--- src/rtl/multicycle_control_fsm.sv ---
// Multicycle MIPS control sequencer: fetch/decode/execute/writeback with Moore-decoded datapath strobes.
// Optional memory wait-state timeout enabled by defining MOC_TIMEOUT_EN.
module multicycle_control_fsm #(
  parameter int unsigned TIMEOUT_CYCLES = 255
) (
  input  logic       clk,
  input  logic       reset,
  input  logic [6:0] state_sel,
  input  logic       moc,
  input  logic       cond,
  output logic [6:0] state,
  output logic       pc_ld,
  output logic       ir_ld,
  output logic       mar_ld,
  output logic       mdr_ld,
  output logic       rf_ld,
  output logic       mem_req,
  output logic       mem_rw,
  output logic [3:0] alu_op,
  output logic [1:0] srcb_sel,
  output logic       rf_dst_sel,
  output logic       rf_src_sel,
  output logic       mdr_src_sel,
  output logic       pc_src_sel,
  output logic       illegal,
  output logic       mem_fault
);

  typedef enum logic [6:0] {
    S_RESET       = 7'd0,
    S_FETCH_ADDR  = 7'd1,
    S_FETCH_READ  = 7'd2,
    S_FETCH_IR    = 7'd3,
    S_PC_INC      = 7'd4,
    S_DECODE      = 7'd5,
    S_ADDU        = 7'd6,
    S_STORE_ADDR  = 7'd7,
    S_STORE_DATA  = 7'd8,
    S_STORE_WRITE = 7'd9,
    S_BEQ_CMP     = 7'd11,
    S_BEQ_TAKE    = 7'd12,
    S_LOAD_ADDR   = 7'd13,
    S_LOAD_READ   = 7'd14,
    S_LOAD_WB     = 7'd15,
    S_SUBU        = 7'd17,
    S_ADDIU       = 7'd18,
    S_SLTU        = 7'd19,
    S_SLTIU       = 7'd20,
    S_CLO         = 7'd21,
    S_CLZ         = 7'd22
  } state_t;

  typedef enum logic [3:0] {
    ALU_PASS_A = 4'd0,
    ALU_ADD    = 4'd1,
    ALU_SUB    = 4'd2,
    ALU_SLTU   = 4'd3,
    ALU_CLO    = 4'd4,
    ALU_CLZ    = 4'd5
  } alu_op_t;

  state_t state_q, state_d;
  logic   illegal_q, illegal_set, sel_legal, timeout_hit;

  assign state   = state_q;
  assign illegal = illegal_q;

  always_comb begin
    sel_legal = 1'b0;
    case (state_sel)
      7'd6, 7'd7, 7'd11, 7'd13, 7'd17, 7'd18, 7'd19, 7'd20, 7'd21, 7'd22: sel_legal = 1'b1;
      default: sel_legal = 1'b0;
    endcase
  end

  always_comb begin
    state_d     = S_RESET;
    illegal_set = 1'b0;
    case (state_q)
      S_RESET:       state_d = S_FETCH_ADDR;
      S_FETCH_ADDR:  state_d = S_FETCH_READ;
      S_FETCH_READ:  state_d = moc ? S_FETCH_IR : S_FETCH_READ;
      S_FETCH_IR:    state_d = S_PC_INC;
      S_PC_INC:      state_d = S_DECODE;
      S_DECODE: begin
        if (sel_legal) begin
          state_d = state_t'(state_sel);
        end else begin
          illegal_set = 1'b1;
          state_d     = S_FETCH_ADDR;
        end
      end
      S_ADDU, S_SUBU, S_ADDIU, S_SLTU, S_SLTIU, S_CLO, S_CLZ: state_d = S_FETCH_ADDR;
      S_STORE_ADDR:  state_d = S_STORE_DATA;
      S_STORE_DATA:  state_d = S_STORE_WRITE;
      S_STORE_WRITE: state_d = moc ? S_FETCH_ADDR : S_STORE_WRITE;
      S_BEQ_CMP:     state_d = cond ? S_BEQ_TAKE : S_FETCH_ADDR;
      S_BEQ_TAKE:    state_d = S_FETCH_ADDR;
      S_LOAD_ADDR:   state_d = S_LOAD_READ;
      S_LOAD_READ:   state_d = moc ? S_LOAD_WB : S_LOAD_READ;
      S_LOAD_WB:     state_d = S_FETCH_ADDR;
      default:       state_d = S_RESET;
    endcase
    if (timeout_hit) state_d = S_RESET;
  end

  always_ff @(posedge clk) begin
    if (reset) begin
      state_q   <= S_RESET;
      illegal_q <= 1'b0;
    end else begin
      state_q <= state_d;
      if (illegal_set) illegal_q <= 1'b1;
    end
  end

`ifdef MOC_TIMEOUT_EN
  localparam int unsigned CW = ($clog2(TIMEOUT_CYCLES + 1) > 8) ? $clog2(TIMEOUT_CYCLES + 1) : 8;

  logic [CW-1:0] wait_cnt;
  logic          in_wait, mem_fault_q;

  assign in_wait   = (state_q == S_FETCH_READ) || (state_q == S_STORE_WRITE) || (state_q == S_LOAD_READ);
  // wait_cnt counts completed wait cycles, so the limit is hit on the TIMEOUT_CYCLES-th cycle of residency.
  assign timeout_hit = in_wait && !moc && ((int unsigned'(wait_cnt) + 1) >= TIMEOUT_CYCLES);
  assign mem_fault   = mem_fault_q;

  always_ff @(posedge clk) begin
    if (reset) begin
      wait_cnt    <= '0;
      mem_fault_q <= 1'b0;
    end else begin
      if (in_wait && (state_d == state_q)) wait_cnt <= wait_cnt + 1'b1;
      else                                 wait_cnt <= '0;
      if (timeout_hit) mem_fault_q <= 1'b1;
    end
  end
`else
  assign timeout_hit = 1'b0;
  assign mem_fault   = 1'b0;

  // TIMEOUT_CYCLES only shapes the optional wait limit; nothing to build when it is absent.
  if (TIMEOUT_CYCLES == 0) begin : g_no_wait_limit
  end
`endif

  always_comb begin
    pc_ld       = 1'b0;
    ir_ld       = 1'b0;
    mar_ld      = 1'b0;
    mdr_ld      = 1'b0;
    rf_ld       = 1'b0;
    mem_req     = 1'b0;
    mem_rw      = 1'b0;
    alu_op      = ALU_PASS_A;
    srcb_sel    = 2'd0;
    rf_dst_sel  = 1'b0;
    rf_src_sel  = 1'b0;
    mdr_src_sel = 1'b0;
    pc_src_sel  = 1'b0;
    case (state_q)
      S_FETCH_ADDR: mar_ld = 1'b1;
      S_FETCH_READ: begin
        mem_req = 1'b1;
        mem_rw  = 1'b1;
        mdr_ld  = 1'b1;
      end
      S_FETCH_IR: ir_ld = 1'b1;
      S_PC_INC: begin
        pc_ld    = 1'b1;
        alu_op   = ALU_ADD;
        srcb_sel = 2'd1;
      end
      S_ADDU, S_SUBU, S_ADDIU, S_SLTU, S_SLTIU, S_CLO, S_CLZ: begin
        rf_ld      = 1'b1;
        rf_dst_sel = 1'b1;
        case (state_q)
          S_SUBU:  alu_op = ALU_SUB;
          S_SLTU:  alu_op = ALU_SLTU;
          S_CLO:   alu_op = ALU_CLO;
          S_CLZ:   alu_op = ALU_CLZ;
          S_ADDIU: begin alu_op = ALU_ADD;  srcb_sel = 2'd2; rf_dst_sel = 1'b0; end
          S_SLTIU: begin alu_op = ALU_SLTU; srcb_sel = 2'd2; rf_dst_sel = 1'b0; end
          default: alu_op = ALU_ADD;
        endcase
      end
      S_STORE_ADDR, S_LOAD_ADDR: begin
        mar_ld   = 1'b1;
        alu_op   = ALU_ADD;
        srcb_sel = 2'd2;
      end
      S_STORE_DATA: begin
        mdr_ld      = 1'b1;
        mdr_src_sel = 1'b1;
      end
      S_STORE_WRITE: mem_req = 1'b1;
      S_BEQ_CMP: alu_op = ALU_SUB;
      S_BEQ_TAKE: begin
        pc_ld      = 1'b1;
        alu_op     = ALU_ADD;
        srcb_sel   = 2'd3;
        pc_src_sel = 1'b1;
      end
      S_LOAD_READ: begin
        mem_req = 1'b1;
        mem_rw  = 1'b1;
        mdr_ld  = 1'b1;
      end
      S_LOAD_WB: begin
        rf_ld      = 1'b1;
        rf_src_sel = 1'b1;
      end
      default: ;
    endcase
  end

endmodule
--- config.mk ---
export PLATFORM = sky130hd
export DESIGN_NAME = multicycle_control_fsm
export DESIGN_NICKNAME = d
export VERILOG_FILES = /design/src/rtl/multicycle_control_fsm.sv
export SDC_FILE = /design/constraint.sdc
export NUM_CORES = 1
export LEC_CHECK = 0
export CORE_UTILIZATION = 42
export CTS_CLUSTER_SIZE = 8
export DETAILED_ROUTE_END_ITERATION = 7
export PLACE_DENSITY_LB_ADDON = 0.2
export RECOVER_POWER = 50
export SYNTH_ARGS = -nofsm -noshare
export SYNTH_HDL_FRONTEND = slang
export SYNTH_SLANG_ARGS = --single-unit
--- constraint.sdc ---
create_clock -name clk -period 2.14 [get_ports clk]
set_clock_uncertainty 0.1 [all_clocks]
set_input_delay 0.321 -clock clk [delete_from_list [all_inputs] [get_ports clk]]
set_output_delay 0.321 -clock clk [all_outputs]
set_load 0.02 [all_outputs]
-- Word level (Yosys, flattened, before mapping)
Memory sizes are Yosys's and may differ from the RTL's.
Index checks and enable logic that the tools add are counted.
- register bits after elaboration: 8
- memory bits (read-only): 32
- input bits: 11
- output and inout port bits: 26
- logic and storage cells: 62
- memories: 1
- memories (memory ; words ; width ; read ports ; clocked after memory_dff ; wr ports ; RTL line ; RTL):
    (name not given) ; 32 ; 1 ; 1 ; 0 ; 0 ; 70 ; case (state_sel)
- eq/ne operators: 20
- mux-type cells: 25
- reduce and logical (&&, ||, !) cells: 14
- operator list (cell ; number):
    one-hot mux 7 bit (12 select lines) ; 1
    == test 7 x 4 -> 1 bit (second input constant) ; 7
    == test 7 x 5 -> 1 bit (second input constant) ; 6
    == test 7 x 3 -> 1 bit (second input constant) ; 4
    2-to-1 mux 1 bit ; 17
    == test 7 x 2 -> 1 bit (second input constant) ; 2
    one-hot mux 3 bit (4 select lines) ; 1
    OR reduction 10 bit ; 1
    OR reduction 2 bit ; 5
    one-hot mux 3 bit (3 select lines) ; 1
    OR reduction 3 bit ; 3
    2-to-1 mux 4 bit ; 2
    one-hot mux 2 bit (4 select lines) ; 1
    OR reduction 8 bit ; 1
    == test 7 x 1 -> 1 bit (second input constant) ; 1
    zero test 7 bit ; 1
    2-to-1 mux 7 bit ; 1
    OR reduction 7 bit ; 1
    OR reduction 4 bit ; 1
    zero test 2 bit ; 1
    2-to-1 mux 2 bit ; 1

-- Logic depth before layout (Yosys ltp)
Gate-level depths: netlist of run 1.
- depth in word-level cells: 4
- gate-level depth with buffers: 8
- depth with buffers taken out: 5

-- Worst setup path before layout of run 1
No wires, ideal clock.
- path type: register to output
- from: reg state_q[2], in the netlist state[2]
- to: out rf_dst_sel
- arrival time: 1803 ps
- required time: 1719 ps
- path slack: -84 ps
- stages on the path, launching flop included: 6
- buffers on the path: 2
- path through: dfxtp_1 -> clkbuf_1 -> clkbuf_1 -> nand2_1 -> o21a_1 -> nor3_1
- cells in the longest elaborated chain, start to end: 4
- elaborated cells on any way between the ends: 11
- classes of those cells: eq/ne: 7; mux: 2; reduce/logical: 2
- RTL lines (what ; RTL line ; RTL):
    start, declared ; 62 ; state_t state_q, state_d;
    start signal, assigned ; 112 ; state_q <= state_d;
    == test 7 x 5 -> 1 bit ; 161, 177 ;
    OR reduction 2 bit (no source line) ; n/a ;
    2-to-1 mux 1 bit ; 177 ; case (state_q)
    2-to-1 mux 1 bit (*) ; 161 ; case (state_q)
    end, declared ; 21 ; output logic rf_dst_sel,
Every way passes the cells marked *; elsewhere a longest branch is shown, timed or not.

-- Final worst setup path of run 1
- from: reg state_q[1], in the netlist state[1]
- to: out mdr_src_sel
- cells in the longest elaborated chain, start to end: 2
- RTL lines (what ; RTL line ; RTL):
    == test 7 x 4 -> 1 bit ; 161 ;
    2-to-1 mux 1 bit ; 161 ;
    end, declared ; 23 ; output logic mdr_src_sel,
No other way between the ends.

==> results of run 1 <==
==> metrics by stage <==
step,cells,utilization [%],TNS [ns],total power [W],area [sq um]
3_5_place_dp,222,74.7,-0.333,0.000263,1480
6_report,225,75.9,0,0.000392,1500
2_1_floorplan,143,-,0,0.000205,922
5_1_grt,225,75.9,0,0.000415,1500
3_3_place_gp,222,74.7,-0.000316,0.000260,1480
4_1_cts,225,75.7,0,0.000394,1500
==> kinds of logic after synthesis <==
| kind of cell | share of synthesized area, % |
|---|---|
| XOR/XNOR | 3.88 |
| other | 0.416 |
| AO/OA/AOI/OAI | 28.8 |
| buffers and inverters | 10.4 |
| AND/OR/NAND/NOR | 36.3 |
| flip-flops | 17.8 |
| multiplexers | 2.36 |
==> cell type report <==
type	count	area share [%]
Multi-Input combinational cell	115	46.3
Timing Repair Buffer	67	37.7
Sequential cell	8	10.9
Inverter	5	1.33
Clock buffer	3	1.50
Tap cell	27	2.25
==> per-layer routing <==
metal  wire length (um)  track usage, %  up-vias  share of wire, %
li1                   -               -      616                 -
met1               1290            35.3      590                41
met2               1590            53.8       56                51
met3                181            5.03        7               5.8
met4                 58            12.3        0               1.9
met5                  0               0        -                 0
==> registers in the layout, indices dropped and copies added (netlist names) <==
signal and flops:
state 7, illegal 1
==> report_power, final <==
| part | internal, W | switching (W) |
|---|---|---|
| Clock | 0.0000650 | 0.0000645 |
| Combinational | 0.0000565 | 0.0000511 |
| Sequential | 0.000152 | 0.00000301 |
==> Yosys cell counts, types with 4 or more instances <==
cell type	n	area [sq um]
sky130_fd_sc_hd__nor2_1	18	67.6
sky130_fd_sc_hd__a21oi_1	13	65.1
sky130_fd_sc_hd__nand2_1	10	37.5
sky130_fd_sc_hd__dfxtp_1	8	160
sky130_fd_sc_hd__clkbuf_1	7	26.3
sky130_fd_sc_hd__nor3_1	7	35.0
sky130_fd_sc_hd__o21ai_0	7	35.0
sky130_fd_sc_hd__a31oi_1	5	31.3
sky130_fd_sc_hd__buf_4	4	30.0
sky130_fd_sc_hd__inv_1	4	15.0
sky130_fd_sc_hd__nand2b_1	4	25.0
sky130_fd_sc_hd__o211ai_1	4	30.0
==> worst min path at each step <==
stage / to / cells past startpoint / startpoint / slack [ns]
final: illegal$_SDFFE_PP0P_ / 1 / illegal$_SDFFE_PP0P_ / 0.36
after global routing: illegal$_SDFFE_PP0P_ / 1 / illegal$_SDFFE_PP0P_ / 0.41
after global placement: illegal$_SDFFE_PP0P_ / 1 / illegal$_SDFFE_PP0P_ / 0.35
after floorplan: state[4]$_SDFF_PP0_ / 1 / reset / 0.30
after CTS: illegal$_SDFFE_PP0P_ / 1 / illegal$_SDFFE_PP0P_ / 0.37
after detailed placement: illegal$_SDFFE_PP0P_ / 1 / illegal$_SDFFE_PP0P_ / 0.36
==> cell usage in the layout, fill, tap and decap left out, drive strengths merged, types with 2 or more instances in the layout <==
cell,netlist,final
clkdlybuf4s15,0,3
dlygate4sd3,0,6
o21ai,8,8
or3,2,2
o21a,2,2
conb,1,4
nor4,3,3
nand2b,4,4
dfxtp,8,8
buf,8,32
a21oi,13,13
dlygate4sd2,0,7
clkbuf,7,10
nand3b,3,3
nand4,3,3
nor3b,2,2
nor2,18,18
a32oi,2,2
inv,4,4
and3,3,3
nand2,10,10
a31oi,5,5
o211ai,4,4
nor2b,3,3
clkdlybuf4s50,0,12
nand3,3,3
nor3,7,7
xnor2,3,3
==> repair_timing <==
action,CTS,global route
setup endpoints to repair,16,14
gates cloned,0,0
resized for setup,28,21
==> results list, run 1 <==
- Run status: finished, final reports clean
- Area occupied by registers: 164 sq um
- Count of flip-flops with a built-in enable after synthesis: 0
- Final count of hold timing violations: 0
- Final-report max-slew violation count: 0
- Averaged over all synthesized cells, the footprint is 6.44 sq um.
- In this run the standard cell core region covers 0.00198 sq mm.
* Maximum number of pins on one net before global-route repair: 18
* Cell breakdown of the critical path: buf_12 -> nor2_2 -> buf_4 -> nand2_1 -> nor2_1 -> clkdlybuf4s15_2
* ANT nets after route: 0
- In this run the worst setup path begins at state[1]$_SDFF_PP0_.
- Input and output buffers added on the ports amount to 34.
- Buffers inserted during clock tree synthesis total 3.
* Startpoint kind of the worst setup timing path: register
- The most used flip-flop cell after synthesis is sky130_fd_sc_hd__dfxtp_1.
- For this block, the via count after detailed routing is 1269.
- After clock tree synthesis, the clock-pin slew on the worst setup and hold paths is 0.06 ns.
- Maximum clock rate: 491 MHz
- Worst hold path type: register to register
- The clock net in this run drives a total of 8 sinks.
* Cell Rows: 16
- Counting I/O delays and the setup requirement, the final critical path takes 2.03 ns.
* Gr ovfl total: 0
- Fillers: 163
- The clock passes through at most 2 buffers.
- Wire length of the first global-routing pass: 5.49 mm
* Number of search-and-repair iterations in the first detailed-routing pass: 4
* Die outline height: 48.3 um
- The synthesized netlist contains 41 unique library cells.
* H-Tree Depth: 1
- Initial core utilization: 45.5%
- Detailed placement ended at an HPWL of 2.35 mm.
- Among all stages on the critical path, the largest delay is contributed by sky130_fd_sc_hd__dfxtp_1.
* Mean number of vias per cell: 5.64
- In this run the horizontal extent of the chip is 48.3 um.
* Final critical-path share of the clock period: 95.1%
* Power density over the cells: 261 mW/mm^2
- Once routing completed, OpenROAD measured the worst setup slack at 0.105 ns.
* WP buf/inv: 3
- Worst setup slack for register-to-register paths: 0.25 ns
- The critical path runs through a total of 6 cells.
- 0 antenna diodes ended up in the layout.
- The initial antenna violation count was 0.
- The startpoint identified for the worst register-to-register timing path is state[1]$_SDFF_PP0_.
- The most critical setup path has its endpoint at mdr_src_sel.
- On the final layout, the worst hold slack is 0.364 ns.
- Max capacitance violation total: 0
- Post-Synthesis Cells: 140
- Data on the critical path arrives at its endpoint at 1.61 ns.
- STA classifies the critical path endpoint as a primary output.
* Via count of the first global-routing pass: 1216
- In this run the static leakage power is 0.641 nW.
* # nets final: 211
* Clock root buffer: sky130_fd_sc_hd__clkbuf_4
- The kind of cell with the highest combined delay along the critical path is buffers and inverters.
- CTS tree: yes
* Asr flop ratio synth: 0%
* Share of layout cells above drive strength 1: 30.3%
- After the first detailed-routing iteration, the DRC count stood at 40.
- Overall die area: 0.00234 sq mm
* Req. time, crit path: 1.72 ns
- Relative to the synthesized area, the layout overhead comes to 66.7%.
* Placer congestion estimate: 0.914
* Multi-input logic area: 697 sq um
- Max FO, Critical Path: 17
- On the worst path, the slowest cell contributes a delay of 0.35 ns.
* Critical path class: register to primary output
- Buffers inserted to repair hold after CTS numbered 0.
- Sequential fraction of the synthesis area: 17.8%
- After detailed routing, the average wire length per cell comes to 13.9 um.
- Counting flops and latches in the post-synthesis netlist gives 8.
- Setup violations remaining at the end of the flow were counted as 0.
- Count of synthesis-stage warnings from yosys: 0
- Clk Latency, worst-skew pair: 0.28 ns
- Cell area after synthesis: 902 sq um
- R2R Path End: state[0]$_SDFF_PP0_
- Total setup buffers inserted after CTS: 0
- 37 I/O pins were placed.
* Worst reg2reg path depth: 7
- Largest voltage drop on the vdd net: 225 uV
- Total global routing track utilization: 30.0%
* Setup WS pre-CTS: -0.0746 ns
- For this block, the routed nets add up to 3.13 mm of wire.
* Residual DRC: 0
- Unrepaired setup endpoints after global routing: false
No activity file was read; power rests on OpenSTA's default activity.
==> inputs of run 2 (changes only) <==
--- a/config.mk
+++ b/config.mk
@@ -5,6 +5,7 @@
 export SDC_FILE = /design/constraint.sdc
 export NUM_CORES = 1
 export LEC_CHECK = 0
+export CAP_MARGIN = 30
 export CORE_UTILIZATION = 42
 export CTS_CLUSTER_SIZE = 8
 export DETAILED_ROUTE_END_ITERATION = 7
==> results of run 2 <==
No change in the layout: final DEF, timing and power equal those of run 1.
